[src/rtl/ultra_scheduler.sv]
// Round-robin sequencer for HC-SR04-style ultrasonic rangers sharing one scan engine.
// Fires one trigger at a time, times the synchronised echo, and stores cm results per channel.
module ultra_scheduler #(
    parameter int NUM_SENSORS   = 4,
    parameter int TRIG_CYCLES   = 500,
    parameter int CYCLES_PER_CM = 2900,
    parameter int ECHO_TIMEOUT  = 1500000,
    parameter int GUARD_CYCLES  = 3000000,
    localparam int ID_W = (NUM_SENSORS > 1) ? $clog2(NUM_SENSORS) : 1
) (
    input  logic                   clk,
    input  logic                   reset,
    input  logic                   enable,
    input  logic [NUM_SENSORS-1:0] sensor_mask,
    input  logic [NUM_SENSORS-1:0] echo,
    output logic [NUM_SENSORS-1:0] trigger,
    input  logic [ID_W-1:0]        rd_sel,
    output logic [15:0]            rd_distance,
    output logic [1:0]             rd_status,
    output logic                   sample_done,
    output logic [ID_W-1:0]        sample_id,
    output logic                   busy
);

    localparam int MAX_A    = (TRIG_CYCLES > ECHO_TIMEOUT) ? TRIG_CYCLES : ECHO_TIMEOUT;
    localparam int MAX_CYC  = (MAX_A > GUARD_CYCLES) ? MAX_A : GUARD_CYCLES;
    localparam int TMR_W    = $clog2(MAX_CYC + 1);
    localparam int SUB_W    = (CYCLES_PER_CM > 1) ? $clog2(CYCLES_PER_CM) : 1;
    localparam int RD_DEPTH = 1 << ID_W;

    localparam logic [TMR_W-1:0] TRIG_LAST  = TMR_W'(TRIG_CYCLES - 1);
    localparam logic [TMR_W-1:0] ECHO_LAST  = TMR_W'(ECHO_TIMEOUT - 1);
    localparam logic [TMR_W-1:0] GUARD_LAST = TMR_W'(GUARD_CYCLES - 1);
    localparam logic [SUB_W-1:0] SUB_LAST   = SUB_W'(CYCLES_PER_CM - 1);
    localparam logic [15:0]      CM_MAX     = 16'hFFFE;
    localparam logic [15:0]      NO_DATA    = 16'hFFFF;

    typedef enum logic [2:0] {
        S_IDLE,
        S_TRIG,
        S_WAIT_RISE,
        S_MEASURE,
        S_GUARD
    } state_t;

    state_t                 state, state_n;
    logic [ID_W-1:0]        idx, idx_n, pick;
    logic [TMR_W-1:0]       timer, timer_n;
    logic [SUB_W-1:0]       sub_cnt, sub_n, sub_step;
    logic [15:0]            cm_cnt, cm_n, cm_step;
    logic [NUM_SENSORS-1:0] echo_meta, echo_sync, trig_n;
    logic                   echo_sel, scan_go;
    logic                   wr_en, wr_valid, wr_fault;
    logic [15:0]            wr_dist;
    int                     cand;

    logic [15:0]            dist_mem [NUM_SENSORS];
    logic [NUM_SENSORS-1:0] valid_mem, fault_mem;
    logic [15:0]            rd_dist_tab [RD_DEPTH];
    logic [1:0]             rd_stat_tab [RD_DEPTH];

    assign echo_sel = echo_sync[idx];
    assign scan_go  = enable && (sensor_mask != '0);
    assign busy     = (state != S_IDLE);

    // Next enabled channel strictly after idx; descending k lets the nearest one win.
    always_comb begin
        pick = idx;
        cand = 0;
        for (int k = NUM_SENSORS; k >= 1; k--) begin
            cand = int'(idx) + k;
            if (cand >= NUM_SENSORS) cand = cand - NUM_SENSORS;
            if (sensor_mask[cand[ID_W-1:0]]) pick = cand[ID_W-1:0];
        end
    end

    always_comb begin
        if (sub_cnt == SUB_LAST) begin
            sub_step = '0;
            cm_step  = (cm_cnt == CM_MAX) ? cm_cnt : cm_cnt + 16'd1;
        end else begin
            sub_step = sub_cnt + SUB_W'(1);
            cm_step  = cm_cnt;
        end
    end

    always_comb begin
        // NOTE: every signal driven here gets a default first, so no path can infer a latch.
        state_n  = state;
        idx_n    = idx;
        timer_n  = timer + TMR_W'(1);
        sub_n    = sub_cnt;
        cm_n     = cm_cnt;
        wr_en    = 1'b0;
        wr_valid = 1'b0;
        wr_fault = 1'b0;
        wr_dist  = NO_DATA;
        case (state)
            S_IDLE: begin
                timer_n = '0;
                if (scan_go) begin
                    state_n = S_TRIG;
                    idx_n   = pick;
                end
            end
            S_TRIG: begin
                sub_n = '0;
                cm_n  = '0;
                if (timer == TRIG_LAST) begin
                    state_n = S_WAIT_RISE;
                    timer_n = '0;
                end
            end
            S_WAIT_RISE: begin
                if (timer == '0 && echo_sel) begin
                    wr_en    = 1'b1;
                    wr_fault = 1'b1;
                end else if (timer == ECHO_LAST) begin
                    wr_en = 1'b1;
                end else if (echo_sel) begin
                    state_n = S_MEASURE;
                    sub_n   = sub_step;
                    cm_n    = cm_step;
                end
            end
            S_MEASURE: begin
                // A fall in the timeout cycle still yields a valid reading.
                if (!echo_sel) begin
                    wr_en    = 1'b1;
                    wr_valid = 1'b1;
                    wr_dist  = cm_cnt;
                end else if (timer == ECHO_LAST) begin
                    wr_en = 1'b1;
                end else begin
                    sub_n = sub_step;
                    cm_n  = cm_step;
                end
            end
            S_GUARD: begin
                if (timer == GUARD_LAST) begin
                    timer_n = '0;
                    if (scan_go) begin
                        state_n = S_TRIG;
                        idx_n   = pick;
                    end else begin
                        state_n = S_IDLE;
                    end
                end
            end
            default: state_n = S_IDLE;
        endcase
        if (wr_en) begin
            state_n = S_GUARD;
            timer_n = '0;
        end
    end

    always_comb begin
        trig_n = '0;
        if (state_n == S_TRIG) trig_n[idx_n] = 1'b1;
    end

    // NOTE: state uses non-blocking assignments so every register samples pre-edge values.
    always_ff @(posedge clk or posedge reset) begin
        if (reset) begin
            state       <= S_IDLE;
            idx         <= ID_W'(NUM_SENSORS - 1);
            timer       <= '0;
            sub_cnt     <= '0;
            cm_cnt      <= '0;
            echo_meta   <= '0;
            echo_sync   <= '0;
            trigger     <= '0;
            sample_done <= 1'b0;
            sample_id   <= '0;
        end else begin
            state       <= state_n;
            idx         <= idx_n;
            timer       <= timer_n;
            sub_cnt     <= sub_n;
            cm_cnt      <= cm_n;
            echo_meta   <= echo;
            echo_sync   <= echo_meta;
            trigger     <= trig_n;
            sample_done <= wr_en;
            if (wr_en) sample_id <= idx;
        end
    end

    // NOTE: the result store is reset on purpose, so readback shows "no data" right after reset.
    always_ff @(posedge clk or posedge reset) begin
        if (reset) begin
            dist_mem  <= '{default: NO_DATA};
            valid_mem <= '0;
            fault_mem <= '0;
        end else if (wr_en) begin
            dist_mem[idx]  <= wr_dist;
            valid_mem[idx] <= wr_valid;
            fault_mem[idx] <= wr_fault;
        end
    end

    // Readback table padded to a power of two; unused selects read as zero.
    for (genvar g = 0; g < RD_DEPTH; g++) begin : g_rd
        if (g < NUM_SENSORS) begin : g_live
            assign rd_dist_tab[g] = dist_mem[g];
            assign rd_stat_tab[g] = {fault_mem[g], valid_mem[g]};
        end else begin : g_pad
            assign rd_dist_tab[g] = '0;
            assign rd_stat_tab[g] = '0;
        end
    end

    assign rd_distance = rd_dist_tab[rd_sel];
    assign rd_status   = rd_stat_tab[rd_sel];

endmodule

[config.mk]
export PLATFORM = sky130hd
export DESIGN_NAME = ultra_scheduler
export DESIGN_NICKNAME = d
export VERILOG_FILES = /design/src/rtl/ultra_scheduler.sv
export SDC_FILE = /design/constraint.sdc
export NUM_CORES = 1
export LEC_CHECK = 0
export CAP_MARGIN = 20
export CORE_ASPECT_RATIO = 0.75
export CORE_MARGIN = 2
export CORE_UTILIZATION = 60
export CTS_CLUSTER_SIZE = 12
export DETAILED_ROUTE_END_ITERATION = 8
export GPL_ROUTABILITY_DRIVEN = 0
export GPL_TIMING_DRIVEN = 0
export PLACE_DENSITY_LB_ADDON = 0.2
export SETUP_SLACK_MARGIN = 0.15
export SLEW_MARGIN = 20
export SYNTH_ARGS = -nofsm -noshare
export SYNTH_HDL_FRONTEND = slang
export SYNTH_SLANG_ARGS = --single-unit
export TNS_END_PERCENT = 20
[constraint.sdc]
create_clock -name clk -period 5.6 [get_ports clk]
set_clock_uncertainty 0.2 [all_clocks]
set_input_delay 0.84 -clock clk [delete_from_list [all_inputs] [get_ports clk]]
set_output_delay 0.84 -clock clk [all_outputs]
set_load 0.02 [all_outputs]
== Yosys cells after proc, flatten, opt, wreduce, memory -nomap -nowiden ==
Cells that the tools add are included.

* $lt $le $gt $ge: 15
* Equality and inequality tests: 15
* Bitwise gates (word level): 2
* Mux-type cells: 75
* Reduce and logical (&&, ||, !) cells: 11
* Add/sub/neg operators: 11

{| class="wikitable"
|+ Operators by type and width
! operator !! number
|-
| two-way mux 16 bit || 12
|-
| two-way mux 12 bit || 6
|-
| two-way mux 22 bit || 3
|-
| one-hot mux 22 bit (3 select lines) || 1
|-
| bitwise mux 64 bit || 1
|-
| one-hot mux 16 bit (3 select lines) || 1
|-
| one-hot mux 12 bit (3 select lines) || 1
|-
| binary-select mux 16 bit (select 2 bit) || 1
|-
| demux 16 bit (select 2 bit) || 1
|-
| two-way mux 2 bit || 12
|-
| adder 22 x 1 -> 22 bit (second input constant) || 1
|-
| == test 22 x 21 -> 1 bit (second input constant) || 1
|-
| == test 22 bit (second input constant) || 1
|-
| == test 22 x 9 -> 1 bit (second input constant) || 1
|-
| zero test 22 bit || 1
|-
| two-way mux 3 bit || 7
|-
| less-than comparator 2 x 3 -> 1 bit (second input constant) || 6
|-
| adder 16 x 1 -> 16 bit (second input constant) || 1
|-
| == test 16 bit (second input constant) || 1
|-
| >= comparator 3 bit (second input constant) || 5
|-
| two-way mux 1 bit || 15
|-
| one-hot mux 3 bit (5 select lines) || 1
|-
| adder 12 x 1 -> 12 bit (second input constant) || 1
|-
| == test 12 bit (second input constant) || 1
|-
| other kinds (24) || 47
|}

* Output and inout bits: 26
* Flip-flop bits (word level): 142
* Word-level logic and storage cells: 145
* Input bits: 13

== Depth between registers and ports, before layout ==
* Word-level depth: 17
* Depth in mapped cells: 10
* Depth with buffers taken out: 8

== Least setup slack after synthesis ==
Ideal clock, no wire load.

* Kind: input -> output
* From: input rd_sel[0]
* To: output rd_distance[6]
* Path buffers: 2
* Arrival time: 2.368 ns
* Data required time: 4.560 ns
* Stages: 3
* Slack: 2.192 ns
* Cell sequence: clkbuf_1 > clkbuf_1 > mux4_2

* Cells in the longest elaborated chain, start to end: 4

{| class="wikitable"
|+ RTL lines
! what !! RTL line !! source
|-
| from (decl) || 17 || <nowiki>input logic [ID_W-1:0] rd_sel,</nowiki>
|-
| NOT 2 -> 3 bit (implied by the code) || 214 || <nowiki>assign rd_distance = rd_dist_tab[rd_sel];</nowiki>
|-
| binary-select mux 16 bit (select 2 bit) || 214 ||
|-
| two-way mux 16 bit (implied by the code) (2 in series) || 214 ||
|-
| to (decl) || 18 || <nowiki>output logic [15:0] rd_distance,</nowiki>
|}

Every way passes these cells. The select of a mux whose other input is x is not followed.

== Worst setup path in the final report ==
* From: input rd_sel[0]
* To: output rd_distance[8]

The elaborated chain is that of the path after synthesis.

==> summary.md <==
| Metric | Value |
|---|---|
| Status | completed |
| Multi-input gate area | 0.00305 sq mm |
| FMAX | 0.226 GHz |
| Logic pwr share | 0.023 |
| Drt first pass iters | 5 |
| Cell variety after synth | 64 |
| Final instance area | 0.00809 sq mm |
| Syn avg cell area | 11.3 sq um |
| Total die area | 0.0125 sq mm |
| Filler instances | 755 |
| Setup Buffers After CTS | 0 |
| Placed insts | 794 |
| Residual DRC | 0 |
| ANT cells | 0 |
| Crit path arrival time | 3.38 ns |
| Die height | 97.2 microns |
| Starting Density | 0.625 |
| Vias in the first global route | 5461 |
| Net Switching | 481 uW |
| Slew @ Worst Pin | 0.910 ns |
| DP HPWL | 11400 microns |
| Placed Area | 0.00751 sq mm |
| RSZ-0062 raised after global routing | false |
| Register area share after synthesis | 0.524 |
| Setup crit start kind | input pin |
| Buffers from clock root to sink, at most | 2 |
| Max transition margin | 0.393 |
| Antenna-violating nets left | 0 |
| H-Tree Depth | 4 |
| Detailed Route Iter0 Violations | 463 |
| CTS tree | yes |
| Critical Path RT | 4.56 ns |
| Initial antenna violation count | 0 |
| Vias per cell | 6.58 |
| Core Util, Final | 0.728 |
| Power Density | 267 mW/mm^2 |
| IO Port Bufs | 36 |
| Total Wirelength | 16700 microns |
| Yosys Warn Count | 0 |
| Sw frac | 0.222 |
| Post-synth EDFFs | 0 |
| Worst Setup Path Type | input pin to output pin |
| Crit path max fanout | 10 |
| Core Footprint | 0.0111 sq mm |
| Post-synth ARST share | 1.00 |
| Fin Setup TNS | 0 ns |
| Syn_nets | 639 |
| Die W | 128 microns |
| Post-CTS Hold Fix Bufs | 0 |
| Worst IR Drop VDD | 233 uV |
| Layout cells sized above 1 | 0.207 |
| Row Count | 33 |
| CTS-repair resized insts | 0 |
| WL/cell | 20.2 microns |
| Reg power frac | 0.477 |
| Cells after Synth | 617 |
| Grt ovf | 0 |
| Clk slew on worst S/H paths | 0.07 ns |
| Hold crit path type | flip-flop to flip-flop |
| Final hold violations | 0 |
| Num CTS Buffers | 17 |
| Slew Limit Fails | 0 |
| Nets@finish | 695 |
| Root Buffer | clkbuf_16 |
| WHS Path Cells | 0 |
| Clk sinks | 142 |
| Largest net degree at the start of global routing | 96 |
| Final setup violation count | 0 |
| Cell Area, Synth | 0.00694 sq mm |
| First-pass GRT wire length | 28200 microns |
| #FFs+latches synth | 142 |
| Storage cell area | 0.00364 sq mm |
| Final period utilization | 0.789 |
| Leak Pwr | 3.25 nW |
| R2R depth | 6 |
| Tmin final | 4.42 ns |
| Clock share of power | 0.499 |
| Worst setup margin | 1.18 ns |
| Worst slack, placed | 1.19 ns |
| Post-synth top flop | dfrtp_1 |
| Via count | 5434 |
| Tot GR Track Use | 0.290 |
| Area delta synth->final | 16.5% |
| Worst-skew pair later-pin latency | 0.43 ns |
| Max capacitance violation total | 0 |
| Int Pwr | 1.68 mW |
| Worst setup EP type | output pin |
| Fin cells | 826 |
| IO Count | 39 |
[flip-flops by register name (all words and copies together) (netlist names)]
name         flops
fault_mem        4
echo_sync        4
sub_cnt         12
sample_id        2
timer           22
state            3
echo_meta        4
cm_cnt          16
dist_mem        64
sample_done      1
idx              2
valid_mem        4
trigger          4
[per-layer routing]
metal	routed length, microns	track usage	vias to the layer above	part of all wire
met3	1190	0.0782	42	0.071
li1	-	-	2400	-
met1	7190	0.404	2746	0.43
met2	7950	0.437	246	0.48
met5	0	0	-	0
met4	372	0.108	0	0.022
[through the flow]
stage / hold WS (ns) / total power, mW
detailed placement: 0.136 / 1.10
finish: 0.145 / 2.16
floorplan: 0.131 / 1.08
global route: 0.153 / 2.23
CTS: 0.145 / 2.18
global placement: 0.138 / 1.10
[cells by family after synthesis]
| kind of cell | synth area share |
|---|---|
| compound gates | 0.156 |
| xor+xnor | 0.0341 |
| fa+ha+maj | 0.0162 |
| buf+inv | 0.0377 |
| flops | 0.524 |
| mux | 0.0692 |
| simple gates | 0.163 |
[path summary, 6_finish.rpt]
kind | startpoint | to | slack (ns)
setup / recovery | rd_sel[0] | rd_distance[8] | 1.18
hold / removal | echo_meta[1]$_DFF_PP0_ | echo_sync[1]$_DFF_PP0_ | 0.14
setup reg to reg | timer[10]$_DFF_PP0_ | dist_mem[17]$_DFFE_PP1P_ | 2.22
hold reg to reg | echo_meta[1]$_DFF_PP0_ | echo_sync[1]$_DFF_PP0_ | 0.14
max in group asynchronous | reset | dist_mem[29]$_DFFE_PP1P_ | 3.80
min in group asynchronous | reset | echo_sync[0]$_DFF_PP0_ | 0.60
[cells in the mapped netlist, drive strengths merged (3+ instances only)]
master	n	area, sq um
clkbuf	26	97.6
buf	11	85.1
o31ai	5	37.5
a21oi	15	78.8
nor3b	3	22.5
a31oi	4	46.3
or3	10	67.6
nor3	8	40.0
nand3	27	135
o22a	64	561
dfstp	66	1730
nand2b	3	18.8
nor4	12	75.1
a21o	3	22.5
or4	11	90.1
nand2	41	156
and3	8	50.1
o31a	3	35.0
inv	21	78.8
or2	3	18.8
xnor2	16	140
nor2	56	210
o21ai	29	145
nand4	11	68.8
and2	8	50.1
and4	7	61.3
mux4	19	428
mux2i	3	30.0
dfrtp	76	1900
o211ai	3	22.5
ha	9	113
xor2	11	96.3
[cell usage in the layout (no fill, tap or decap), drive strengths merged, types with 2 or more instances in the layout]
master	n
buf	12
mux2	2
nand4	11
nor2	56
mux4	19
or3	10
and2	8
a21o	3
ha	9
clkinv	6
nor3b	3
a21oi	15
o22a	64
inv	25
nand4b	2
a31oi	4
dfstp	66
nand2	41
and4	7
nor4	12
o41ai	2
nor2b	2
clkdlybuf4s50	36
nor3	8
o211ai	3
xor2	11
o21ai	29
dfrtp	76
o31a	3
clkbuf	47
nand3	27
mux2i	3
nand2b	3
or2	3
o31ai	5
or4	11
and3	8
xnor2	16
a2bb2oi	2
[power groups by stage]
stage          Combinational [mW]  Sequential (mW)  Clock, mW
3_3_place_gp               0.0473             1.05          0
5_1_grt                    0.0571             1.03       1.14
6_report                   0.0507             1.03       1.08
2_1_floorplan              0.0301             1.05          0
4_1_cts                    0.0521             1.03       1.10
3_5_place_dp               0.0517             1.05          0
[critical path: stages]
cell	delay [ns]
clkbuf_1	0.66
clkbuf_1	0.70
mux4_2	0.60
clkdlybuf4s50_1	0.56
[final cells by class]
class                           count  area share
Sequential cell                   142       0.450
Multi-Input combinational cell    417       0.377
Clock buffer                       21      0.0610
Timing Repair Buffer               37      0.0480
Buffer                             37      0.0226
Tap cell                          140      0.0217
Inverter                           21      0.0107
Clock inverter                     11     0.00975
No activity file was read; power rests on OpenSTA's default activity.
